<file path="config.mk">
export PLATFORM = sky130hd
export DESIGN_NAME = eaglesong_absorb_seq
export DESIGN_NICKNAME = d
export VERILOG_FILES = /design/src/rtl/eaglesong_absorb_seq.sv
export SDC_FILE = /design/constraint.sdc
export NUM_CORES = 1
export LEC_CHECK = 0
export ABC_AREA = 1
export CAP_MARGIN = 5
export CORE_AREA = 2 2 701 703
export CTS_BUF_LIST = sky130_fd_sc_hd__clkbuf_8
export DETAILED_ROUTE_END_ITERATION = 10
export DIE_AREA = 0 0 703 705
export GPL_ROUTABILITY_DRIVEN = 0
export PLACE_DENSITY_LB_ADDON = 0.25
export SLEW_MARGIN = 20
export SYNTH_ARGS = -nofsm -noshare
export SYNTH_HDL_FRONTEND = slang
export SYNTH_SLANG_ARGS = --single-unit
export TNS_END_PERCENT = 1
</file>
<file path="constraint.sdc">
create_clock -name clk -period 23 [get_ports clk]
set_input_delay 3.45 -clock clk [delete_from_list [all_inputs] [get_ports clk]]
set_output_delay 3.45 -clock clk [all_outputs]
set_load 0.02 [all_outputs]
</file>
<file path="src/rtl/eaglesong_absorb_seq.sv">
// rtl/eaglesong_absorb_seq.sv - multi-block Eaglesong sponge absorb engine
//
// Packs and pads rate-sized message chunks, XORs them into a 16-word state
// and drives an external permutation core over a start/done handshake.
//
// Ports:
//   clk, rst                 clock, asynchronous active-high reset
//   in_valid/in_ready        chunk handshake
//   in_data                  chunk, byte k at bits [8k+7:8k]
//   in_len_bytes, in_last    valid byte count (final chunk only), final flag
//   perm_start               one-cycle permutation request
//   perm_state_out           state handed to the permutation core
//   perm_done, perm_state_in permutation result
//   out_valid/out_ready      absorbed-state handshake
//   state_out                absorbed state
//   busy                     engine not idle
`timescale 1ns/1ps
module eaglesong_absorb_seq #(
    parameter int          RATE_WORDS  = 8,
    parameter int          STATE_WORDS = 16,
    parameter logic [7:0]  DELIM       = 8'h06,
    parameter int          LEN_W       = $clog2(4*RATE_WORDS+1)
) (
    input  logic                        clk,
    input  logic                        rst,
    input  logic                        in_valid,
    output logic                        in_ready,
    input  logic [RATE_WORDS*32-1:0]    in_data,
    input  logic [LEN_W-1:0]            in_len_bytes,
    input  logic                        in_last,
    output logic                        perm_start,
    output logic [STATE_WORDS*32-1:0]   perm_state_out,
    input  logic                        perm_done,
    input  logic [STATE_WORDS*32-1:0]   perm_state_in,
    output logic                        out_valid,
    input  logic                        out_ready,
    output logic [STATE_WORDS*32-1:0]   state_out,
    output logic                        busy
);

    localparam int RATE_BYTES = 4*RATE_WORDS;
    localparam int SW         = STATE_WORDS*32;

    typedef enum logic [1:0] {IDLE, PERM_WAIT, PAD, DONE} fsm_t;

    fsm_t                   fsm_q, fsm_d;
    logic [SW-1:0]          state_q, state_d;
    logic                   pad_q, pad_d;
    logic                   last_q, last_d;
    logic                   start_q, start_d;

    logic [LEN_W-1:0]       len_sat;
    logic [7:0]             blk_b [RATE_BYTES];
    logic [RATE_BYTES*8-1:0] blk;

    // Block build: data bytes below the (saturated) length, delimiter at the
    // length position, zeros above it. A full-length final chunk carries no
    // delimiter here; it is absorbed later in the PAD block.
    always_comb begin
        len_sat = (in_len_bytes >= LEN_W'(RATE_BYTES)) ? LEN_W'(RATE_BYTES) : in_len_bytes;
        for (int k = 0; k < RATE_BYTES; k++) begin
            if (!in_last || (LEN_W'(k) < len_sat))
                blk_b[k] = in_data[8*k +: 8];
            else if (LEN_W'(k) == len_sat)
                blk_b[k] = DELIM;
            else
                blk_b[k] = 8'h00;
        end
        // Big-endian packing: lowest-numbered byte lands in the word MSB.
        for (int i = 0; i < RATE_WORDS; i++)
            blk[32*i +: 32] = {blk_b[4*i], blk_b[4*i+1], blk_b[4*i+2], blk_b[4*i+3]};
    end

    always_comb begin
        fsm_d   = fsm_q;
        state_d = state_q;
        pad_d   = pad_q;
        last_d  = last_q;
        start_d = 1'b0;
        case (fsm_q)
            IDLE: begin
                if (in_valid) begin
                    for (int i = 0; i < RATE_WORDS; i++)
                        state_d[32*i +: 32] = state_q[32*i +: 32] ^ blk[32*i +: 32];
                    start_d = 1'b1;
                    last_d  = in_last;
                    pad_d   = in_last && (in_len_bytes >= LEN_W'(RATE_BYTES));
                    fsm_d   = PERM_WAIT;
                end
            end
            PERM_WAIT: begin
                // A done coincident with our own start pulse belongs to no
                // permutation we issued, so it is ignored.
                if (perm_done && !start_q) begin
                    state_d = perm_state_in;
                    if (pad_q)
                        fsm_d = PAD;
                    else if (last_q)
                        fsm_d = DONE;
                    else
                        fsm_d = IDLE;
                end
            end
            PAD: begin
                state_d[31:0] = state_q[31:0] ^ {DELIM, 24'h000000};
                pad_d         = 1'b0;
                start_d       = 1'b1;
                fsm_d         = PERM_WAIT;
            end
            DONE: begin
                if (out_ready) begin
                    state_d = '0;
                    last_d  = 1'b0;
                    fsm_d   = IDLE;
                end
            end
            default: fsm_d = IDLE;
        endcase
    end

    always_ff @(posedge clk or posedge rst) begin
        if (rst) begin
            fsm_q   <= IDLE;
            state_q <= '0;
            pad_q   <= 1'b0;
            last_q  <= 1'b0;
            start_q <= 1'b0;
        end else begin
            fsm_q   <= fsm_d;
            state_q <= state_d;
            pad_q   <= pad_d;
            last_q  <= last_d;
            start_q <= start_d;
        end
    end

    assign in_ready       = (fsm_q == IDLE);
    assign busy           = (fsm_q != IDLE);
    assign out_valid      = (fsm_q == DONE);
    assign perm_start     = start_q;
    assign perm_state_out = state_q;
    assign state_out      = state_q;

endmodule

</file>
==> impl_metrics.ini, run 1 <==
[outcome]
outcome = finished clean

[setup_path]
crit_fanout = 82
critPathKind = in -> reg
arrival_ns = 8.14
crit_buf_inv = 6
critical_path.cell_chain = clkdlybuf4s50_1, inv_1, nand2_1, o21ai_4, nor2_1, nand2_8, buf_4, buf_4, buf_4, buf_4, a21oi_1, a22oi_1
required_ns = 23.83
worst_setup_path_end_kind = register
cp_top_family = buffers and inverters
crit_path_start_kind = primary input
cpMostUsedCell = buf_4
slowest_stage = buf_4
cp_slowest_stage_delay_ns = 0.89

[sta]
setup_viol = 0
maxSlewHeadroom_pct = 30.22
fmax_mhz = 136.8
hold_viol_final = 0
whs_ns = 0.5395
skew_ns = 0.09699
rsz0062_at_grt = false
worst_pin_slew_ns = 1.043
final_max_slew_viol_count = 0
period_needed_ns = 7.312
fin_tns_setup_ns = 0
finalCritPeriodShare_pct = 31.79

[grt]
grt_pass1_vias = 34378
track_usage_pct = 14.78
antenna_found_initial = 128
grt_overflow_total = 0
grt_start_max_net_pins = 142
grt_pass1_wl_mm = 462.9

[die]
die_width_um = 703
pin_count = 1808
die_y_um = 705
row_count = 257
core_area_um2 = 488100
start_util_pct = 6.377
die_area_um2 = 495600

[synth]
yosys_register_bits = 517
syn_inst = 4131
ys_types = 39
synth_simple_gate_area_share_pct = 22.86
syn_nets = 4911
synth_fa_ha_area_share_pct = 0
yosysWarnings = 0
synth_compound_area_share_pct = 16.03
synth_top_family_by_area = simple AND/OR/NAND/NOR gates
avgSynthCellArea_um2 = 7.535
syn_area_um2 = 31130
yosysSeqAreaShare_pct = 41.56
synth.mux.area_fraction_pct = 0
synth_xor_area_share_pct = 0.3095

[clock_tree]
cts.sinks = 517
root_buffer = clkbuf_8
cts_buffer_depth = 4
hold_buffers = 0
postCtsSetupBuffers = 0
clock_latency_ns = 1.04
h-tree-depth = 3
cts_resized = 0
numCtsBuffers = 125
cts.clk_slew.worst_paths_ns = 0.06
cts_tree = built

[drt]
wl_mm = 382.6
via_per_inst = 2.986
drc = 0
drtIter0Drc = 2589
avgRoutedWirePerCell_um = 32.01
drtPass1Iterations = 6
postRouteAntennaNets = 0
via_count = 35696

[place]
placed_area_um2 = 52820
place_hpwl_mm = 327.9
port_buffers = 1807

[finish]
fin_nets = 6128
final_area_um2 = 55560
drive_gt1_share_pct = 6.357
final_core_util_pct = 11.38
syn2layout_area_growth_pct = 78.51

[power]
power_w = 0.01015
p_leak_nw = 22.37
p_per_area_nw_per_um2 = 182.7
ir_drop_mv = 0.08266

[min_path]
hp-class = reg -> reg

[job]
drv_cap = 0
## layout by cell type (no fill, tap or decap), drive strengths merged, types with 15 or more instances in the layout
master,n
a21oi,470
a22oi,86
buf,79
clkbuf,159
clkdlybuf4s50,1780
dfrtp,517
diode,36
inv,330
nand2,685
nand3,648
nand3b,16
nor2,237
o21ai,319
o21bai,15
or2,32
## registers in the layout, summed over array words and instances (netlist names)
signal,count
last_q,1
perm_state_out,512
fsm_q,2
pad_q,1
perm_start,1
## layout make-up
type | count | area [µm²]
Fill cell | 56409 | 432600
Timing Repair Buffer | 1859 | 18420
Sequential cell | 517 | 12940
Multi-Input combinational cell | 2558 | 12260
Tap cell | 6475 | 8102
Clock buffer | 159 | 2188
Inverter | 287 | 1107
Clock inverter | 63 | 465.4
Antenna cell | 36 | 90.09
## per-layer routing
| metal | part of all wire [%] | wire (µm) | GRT usage (%) | vias up |
|---|---|---|---|---|
| met5 | 0.16 | 626 | 0.1262 | - |
| met4 | 2.8 | 10530 | 3.780 | 84 |
| met3 | 14 | 53780 | 9.055 | 417 |
| met2 | 45 | 170700 | 23.21 | 1762 |
| met1 | 38 | 147000 | 16.75 | 17700 |
| li1 | - | - | - | 15733 |
## cells by family after synthesis
logic type | Yosys count
and+or+nand+nor | 1624
buffers and inverters | 1056
AOI/OAI and AO/OA | 923
DFF | 517
xor gates and xnor gates | 11
## power by group
part           internal (W)  switching (W)
registers           0.00138        0.00101
logic               0.00215        0.00435
clock network      0.000695       0.000572
total               0.00422        0.00593
## worst reg2reg max path, stage by stage (launching register included)
cell     delay (ns)
dfrtp_2        0.38
buf_4          0.25
inv_8          0.57
nand2_1        0.44
nand2_8        0.44
buf_4          0.66
buf_4          0.90
buf_4          0.93
buf_4          0.66
a21oi_1        0.10
a22oi_1        0.20
## through the flow
stage	instances	setup slack (ns)
after floorplan	4131	5.108
after CTS	11918	15.81
after global routing	11931	15.44
after detailed placement	11696	14.72
after global placement	11696	14.78
final	11954	15.69
## synth_stat cells
cell type | number | area [µm²]
nor2_2 | 5 | 31.28
inv_1 | 268 | 1006
nand3b_1 | 16 | 120.1
o211ai_1 | 4 | 30.03
or2_2 | 24 | 150.1
a31oi_2 | 1 | 12.51
nand2_1 | 679 | 2549
buf_4 | 514 | 3859
dfrtp_1 | 517 | 12940
or2_1 | 4 | 25.02
o21ai_0 | 302 | 1511
nor2_1 | 229 | 859.6
nand3_2 | 1 | 10.01
a21o_1 | 10 | 75.07
buf_6 | 1 | 11.26
a22oi_1 | 86 | 645.6
inv_2 | 19 | 71.32
clkbuf_1 | 176 | 660.6
clkbuf_2 | 1 | 5.000
o22ai_1 | 1 | 6.260
nand4_1 | 3 | 18.77
a21oi_2 | 1 | 8.760
o31ai_1 | 1 | 7.510
xor2_1 | 9 | 78.83
nand2_2 | 6 | 37.54
a31o_2 | 14 | 122.6
o21ai_1 | 14 | 70.07
a211oi_1 | 2 | 15.01
nor2_4 | 3 | 33.78
nand3_1 | 647 | 3238
nor3_1 | 2 | 10.01
o21bai_1 | 15 | 112.6
xnor2_1 | 2 | 17.52
nor4_1 | 1 | 6.260
or2_0 | 4 | 25.02
a21oi_1 | 469 | 2347
o21ai_2 | 3 | 26.28
buf_2 | 69 | 345.3
buf_1 | 8 | 30.03
## worst paths after layout
kind | start | end | slack, ns | depth (start not counted)
max | out_ready | perm_state_out[158]$_DFFE_PP0P_ | 15.69 | 12
min | perm_state_out[399]$_DFFE_PP0P_ | perm_state_out[399]$_DFFE_PP0P_ | 0.54 | 2
max reg2reg | fsm_q[0]$_DFFE_PP0P_ | perm_state_out[158]$_DFFE_PP0P_ | 17.33 | 10
min reg2reg | perm_state_out[399]$_DFFE_PP0P_ | perm_state_out[399]$_DFFE_PP0P_ | 0.54 | 2
max in group asynchronous | rst | perm_state_out[242]$_DFFE_PP0P_ | 17.12 | 5
min in group asynchronous | rst | perm_state_out[444]$_DFFE_PP0P_ | 2.95 | 2
No activity file was read; power rests on OpenSTA's default activity.
==> run 2, diff against run 1 <==
--- a/config.mk
+++ b/config.mk
@@ -7,10 +7,10 @@
 export LEC_CHECK = 0
 export ABC_AREA = 1
 export CAP_MARGIN = 5
-export CORE_AREA = 2 2 701 703
+export CORE_AREA = 2 2 696 698
 export CTS_BUF_LIST = sky130_fd_sc_hd__clkbuf_8
 export DETAILED_ROUTE_END_ITERATION = 10
-export DIE_AREA = 0 0 703 705
+export DIE_AREA = 0 0 698 700
 export GPL_ROUTABILITY_DRIVEN = 0
 export PLACE_DENSITY_LB_ADDON = 0.25
 export SLEW_MARGIN = 20
==> constraint.sdc (replaced) <==
create_clock -name clk -period 6.38 [get_ports clk]
set_input_delay 0.957 -clock clk [delete_from_list [all_inputs] [get_ports clk]]
set_output_delay 0.957 -clock clk [all_outputs]
set_load 0.02 [all_outputs]
==> impl_metrics.ini, run 2 (synthesis gave the netlist of run 1 again) <==
[clock_tree]
postCtsSetupBuffers = 0
cts_resized = 0
clock_latency_ns = 0.97
cts.sinks = 517
cts.clk_slew.worst_paths_ns = 0.06
cts_tree = built
root_buffer = clkbuf_8
hold_buffers = 0
h-tree-depth = 4
numCtsBuffers = 135
cts_buffer_depth = 4

[setup_path]
critical_path.cell_chain = nor2_4, inv_2, buf_4, clkdlybuf4s50_1
required_ns = 5.42
crit_fanout = 27
crit_path_start_kind = register
slowest_stage = clkdlybuf4s50_1
arrival_ns = 2.79
cp_slowest_stage_delay_ns = 0.62
worst_setup_path_end_kind = primary output
critPathKind = reg -> out

[sta]
period_needed_ns = 3.752
rsz0062_at_grt = false
fmax_mhz = 266.5
fin_ws_ns = 2.628
maxSlewHeadroom_pct = 20.83
hold_viol_final = 0
final_max_slew_viol_count = 0
worst_pin_slew_ns = 1.184
skew_ns = 0.1319
setup_viol = 0
fin_tns_setup_ns = 0
finalCritPeriodShare_pct = 58.81
whs_ns = 0.5330

[finish]
final_common_cell = clkdlybuf4s50_1
layout_common_cells = clkdlybuf4s50_1 (1,788), nand2_1 (676), nand3_1 (647)
syn2layout_area_growth_pct = 78.72
drive_gt1_share_pct = 6.283
fillers = 55721
largest_reg_flops = 512
register_area_um2 = 12940
multiInputGateArea_um2 = 12270
final_core_util_pct = 11.56
fin_nets = 6144
layout.cells.non_filler = 11915

[die]
pin_count = 1808
row_count = 255
die_width_um = 698
die_area_um2 = 488600
core_area_um2 = 481100
die_y_um = 700
start_util_pct = 6.470

[grt]
grt_pass1_vias = 34646
grt_start_max_net_pins = 176
grt_overflow_total = 0
grt_pass1_wl_mm = 469.6
track_usage_pct = 15.18
antenna_found_initial = 134

[power]
p_per_area_nw_per_um2 = 660.7
p_leak_nw = 22.36
ir_drop_mv = 0.3069

[place]
post-place-cells = 11652
port_buffers = 1807
dp_slack_ns = 1.884
place_hpwl_mm = 330.8

[outcome]
outcome = finished clean

[drt]
drc = 0
drtIter0Drc = 2746
via_count = 36121
avgRoutedWirePerCell_um = 32.53
via_per_inst = 3.032
drtPass1Iterations = 5
wl_mm = 387.6
postRouteAntennaNets = 0

[job]
drv_cap = 0

[min_path]
hp-class = reg -> reg
==> run 2: through the flow <==
step / power (W) / area [µm²]
CTS: 0.03780 / 55520
finish: 0.03675 / 55630
floorplan: 0.01802 / 31130
global route: 0.03890 / 55540
detailed placement: 0.03299 / 53030
global placement: 0.03306 / 53030
==> run 2: cell type report <==
cell class                 count  share of cell area (%)
timing repair buffer        1865                   33.58
clock inverter                63                  0.6837
sequential                   517                   23.26
inverter                     287                   1.984
tap                         6425                   14.45
antenna                       47                  0.2114
clock buffer                 153                   3.785
multi-input combinational   2558                   22.05
==> run 2: routing by layer <==
layer	up-vias	global-route usage, %	share of wire, %
met4	74	3.452	2.6
li1	15775	-	-
met3	450	9.583	14
met5	-	0.8627	0.27
met1	17999	16.99	38
met2	1823	24.07	45
==> run 2: power by group <==
group	switching (W)	total [W]	internal [W]
registers	0.00338	0.00836	0.00497
logic	0.0161	0.0240	0.00785
clock network	0.00217	0.00443	0.00226
==> run 2: path summary, 6_finish.rpt <==
path / cells past startpoint / endpoint / slack, ns / start
setup / recovery: 4 / busy / 2.63 / fsm_q[0]$_DFFE_PP0P_
hold / removal: 2 / perm_state_out[394]$_DFFE_PP0P_ / 0.53 / perm_state_out[394]$_DFFE_PP0P_
setup reg to reg: 6 / pad_q$_DFFE_PP0P_ / 2.78 / fsm_q[0]$_DFFE_PP0P_
hold reg to reg: 2 / perm_state_out[394]$_DFFE_PP0P_ / 0.53 / perm_state_out[394]$_DFFE_PP0P_
max in group asynchronous: 4 / perm_state_out[160]$_DFFE_PP0P_ / 4.42 / rst
min in group asynchronous: 2 / perm_state_out[18]$_DFFE_PP0P_ / 0.56 / rst
==> run 2: critical path, delay by kind of cell (launching register included) <==
family	cells	cell delay [ns]
and+or+nand+nor	1	0.49
buffers and inverters	3	0.98
DFF	1	0.45
==> run 3, diff against run 2 <==
==> constraint.sdc (replaced) <==
create_clock -name clk -period 3.2 [get_ports clk]
set_input_delay 0.48 -clock clk [delete_from_list [all_inputs] [get_ports clk]]
set_output_delay 0.48 -clock clk [all_outputs]
set_load 0.02 [all_outputs]
==> impl_metrics.ini, run 3 (synthesis gave the netlist of run 1 again) <==
[drt]
via_count = 37232
drc = 0
avgRoutedWirePerCell_um = 31.56
drtIter0Drc = 2902
via_per_inst = 3.041
wl_mm = 386.4
postRouteAntennaNets = 0
drtPass1Iterations = 7

[die]
start_util_pct = 6.470
row_count = 255
die_width_um = 698
core_area_um2 = 481100
die_y_um = 700
die_area_um2 = 488600
pin_count = 1808

[setup_path]
worstReg2RegStart = fsm_q[0]$_DFFE_PP0P_
timing.rr.end = perm_state_out[138]$_DFFE_PP0P_
cp_top_family = buffers and inverters
required_ns = 2.72
arrival_ns = 2.56
cp_slowest_stage_delay_ns = 1.15
crit_fanout = 3
crit_buf_inv = 1
critical_path.cell_chain = clkdlybuf4s50_1
endpoint = perm_state_out[465]
rrSetupSlack_ns = 0.64
slowest_stage = clkdlybuf4s50_1
critPathKind = reg -> out
cp-startpoint = perm_state_out[465]$_DFFE_PP0P_
rr_worst_depth = 8
crit_path_start_kind = register
worst_setup_path_end_kind = primary output
worst-path-stages = 1

[grt]
use_met2_pct = 23.58
use_met1_pct = 17.19
gr-max-usage-layer = met2
grt_start_max_net_pins = 147
grt_use_met3_pct = 9.234
grt_pass1_vias = 36713
grt_overflow_total = 0
antenna_found_initial = 130
track_usage_pct = 15.15
grt_pass1_wl_mm = 471.6

[finish]
final_common_cell = clkdlybuf4s50_1
final_area_um2 = 58800
final_core_util_pct = 12.22
drive_gt1_share_pct = 8.739
largest_reg_flops = 512
layout_common_cells = clkdlybuf4s50_1 (1,743), nand2_1 (676), nand3_1 (647)
syn2layout_area_growth_pct = 88.91
fin_nets = 6464

[sta]
period_needed_ns = 3.039
setup_viol = 0
worst_pin_slew_ns = 0.9860
skew_ns = 0.07709
whs_ns = 0.1462
hold_viol_final = 0
fin_tns_setup_ns = 0
rsz0062_at_grt = false
fmax_mhz = 329.0
final_max_slew_viol_count = 0
finalCritPeriodShare_pct = 94.98
maxSlewHeadroom_pct = 34.27

[place]
placed_area_um2 = 54270
place_hpwl_mm = 336.6
port_buffers = 1807

[clock_tree]
h-tree-depth = 4
clock_latency_ns = 0.95
cts.clk_slew.worst_paths_ns = 0.06
cts_tree = built
postCtsSetupBuffers = 0
cts_buffer_depth = 4
cts.sinks = 517
root_buffer = clkbuf_8
numCtsBuffers = 134

[power]
ir_drop_mv = 0.5005
p_per_area_nw_per_um2 = 1262
power_w = 0.07424
p_leak_nw = 24.00

[min_path]
holdCritStartpoint = perm_state_in[264]
hp-class = in -> reg

[job]
drv_cap = 0

[outcome]
outcome = finished clean
[run 3: metrics by stage]
stage	cells	setup WS [ns]
after global routing	12215	0.01984
final	12244	0.1607
after floorplan	4131	-4.302
after global placement	11782	0.06982
after detailed placement	11782	0.05048
after CTS	12192	0.001085
[run 3: timing repair]
item	in CTS	in global routing
setup endpoints to repair	22	2
pin swaps	0	0
hold buffers	191	0
endpoints found under the hold margin	193	0
cloned	0	0
gates resized for setup	21	2
[run 3: layer usage]
layer	vias to the layer above	share of wire, %
met5	-	0.13
met4	52	3.3
met3	441	14
met2	1895	44
met1	18426	39
li1	16418	-
[run 3: final cells by class]
class | count | area, µm²
inverters | 287 | 1104
fillers | 55676 | 422300
multi-input cells | 2558 | 12250
clock inverters | 63 | 345.3
flip-flops and latches | 517 | 12950
repair buffers | 2186 | 21840
diodes | 52 | 130.1
well taps | 6425 | 8039
clock buffers | 156 | 2147
[run 3: where the power goes]
part	switching, W	total (W)	internal, W
Combinational	0.0321	0.0487	0.0166
Sequential	0.00691	0.0168	0.00993
Clock	0.00413	0.00869	0.00456
[run 3: worst min-delay path by stage]
stage,depth (start not counted),end,slack [ns]
2_1_floorplan,2,pad_q$_DFFE_PP0P_,0.51
3_3_place_gp,2,perm_state_out[371]$_DFFE_PP0P_,0.52
3_5_place_dp,2,perm_state_out[477]$_DFFE_PP0P_,0.52
4_1_cts,3,perm_state_out[5]$_DFFE_PP0P_,0.001
5_1_grt,3,perm_state_out[443]$_DFFE_PP0P_,0.07
6_report,3,perm_state_out[264]$_DFFE_PP0P_,0.15
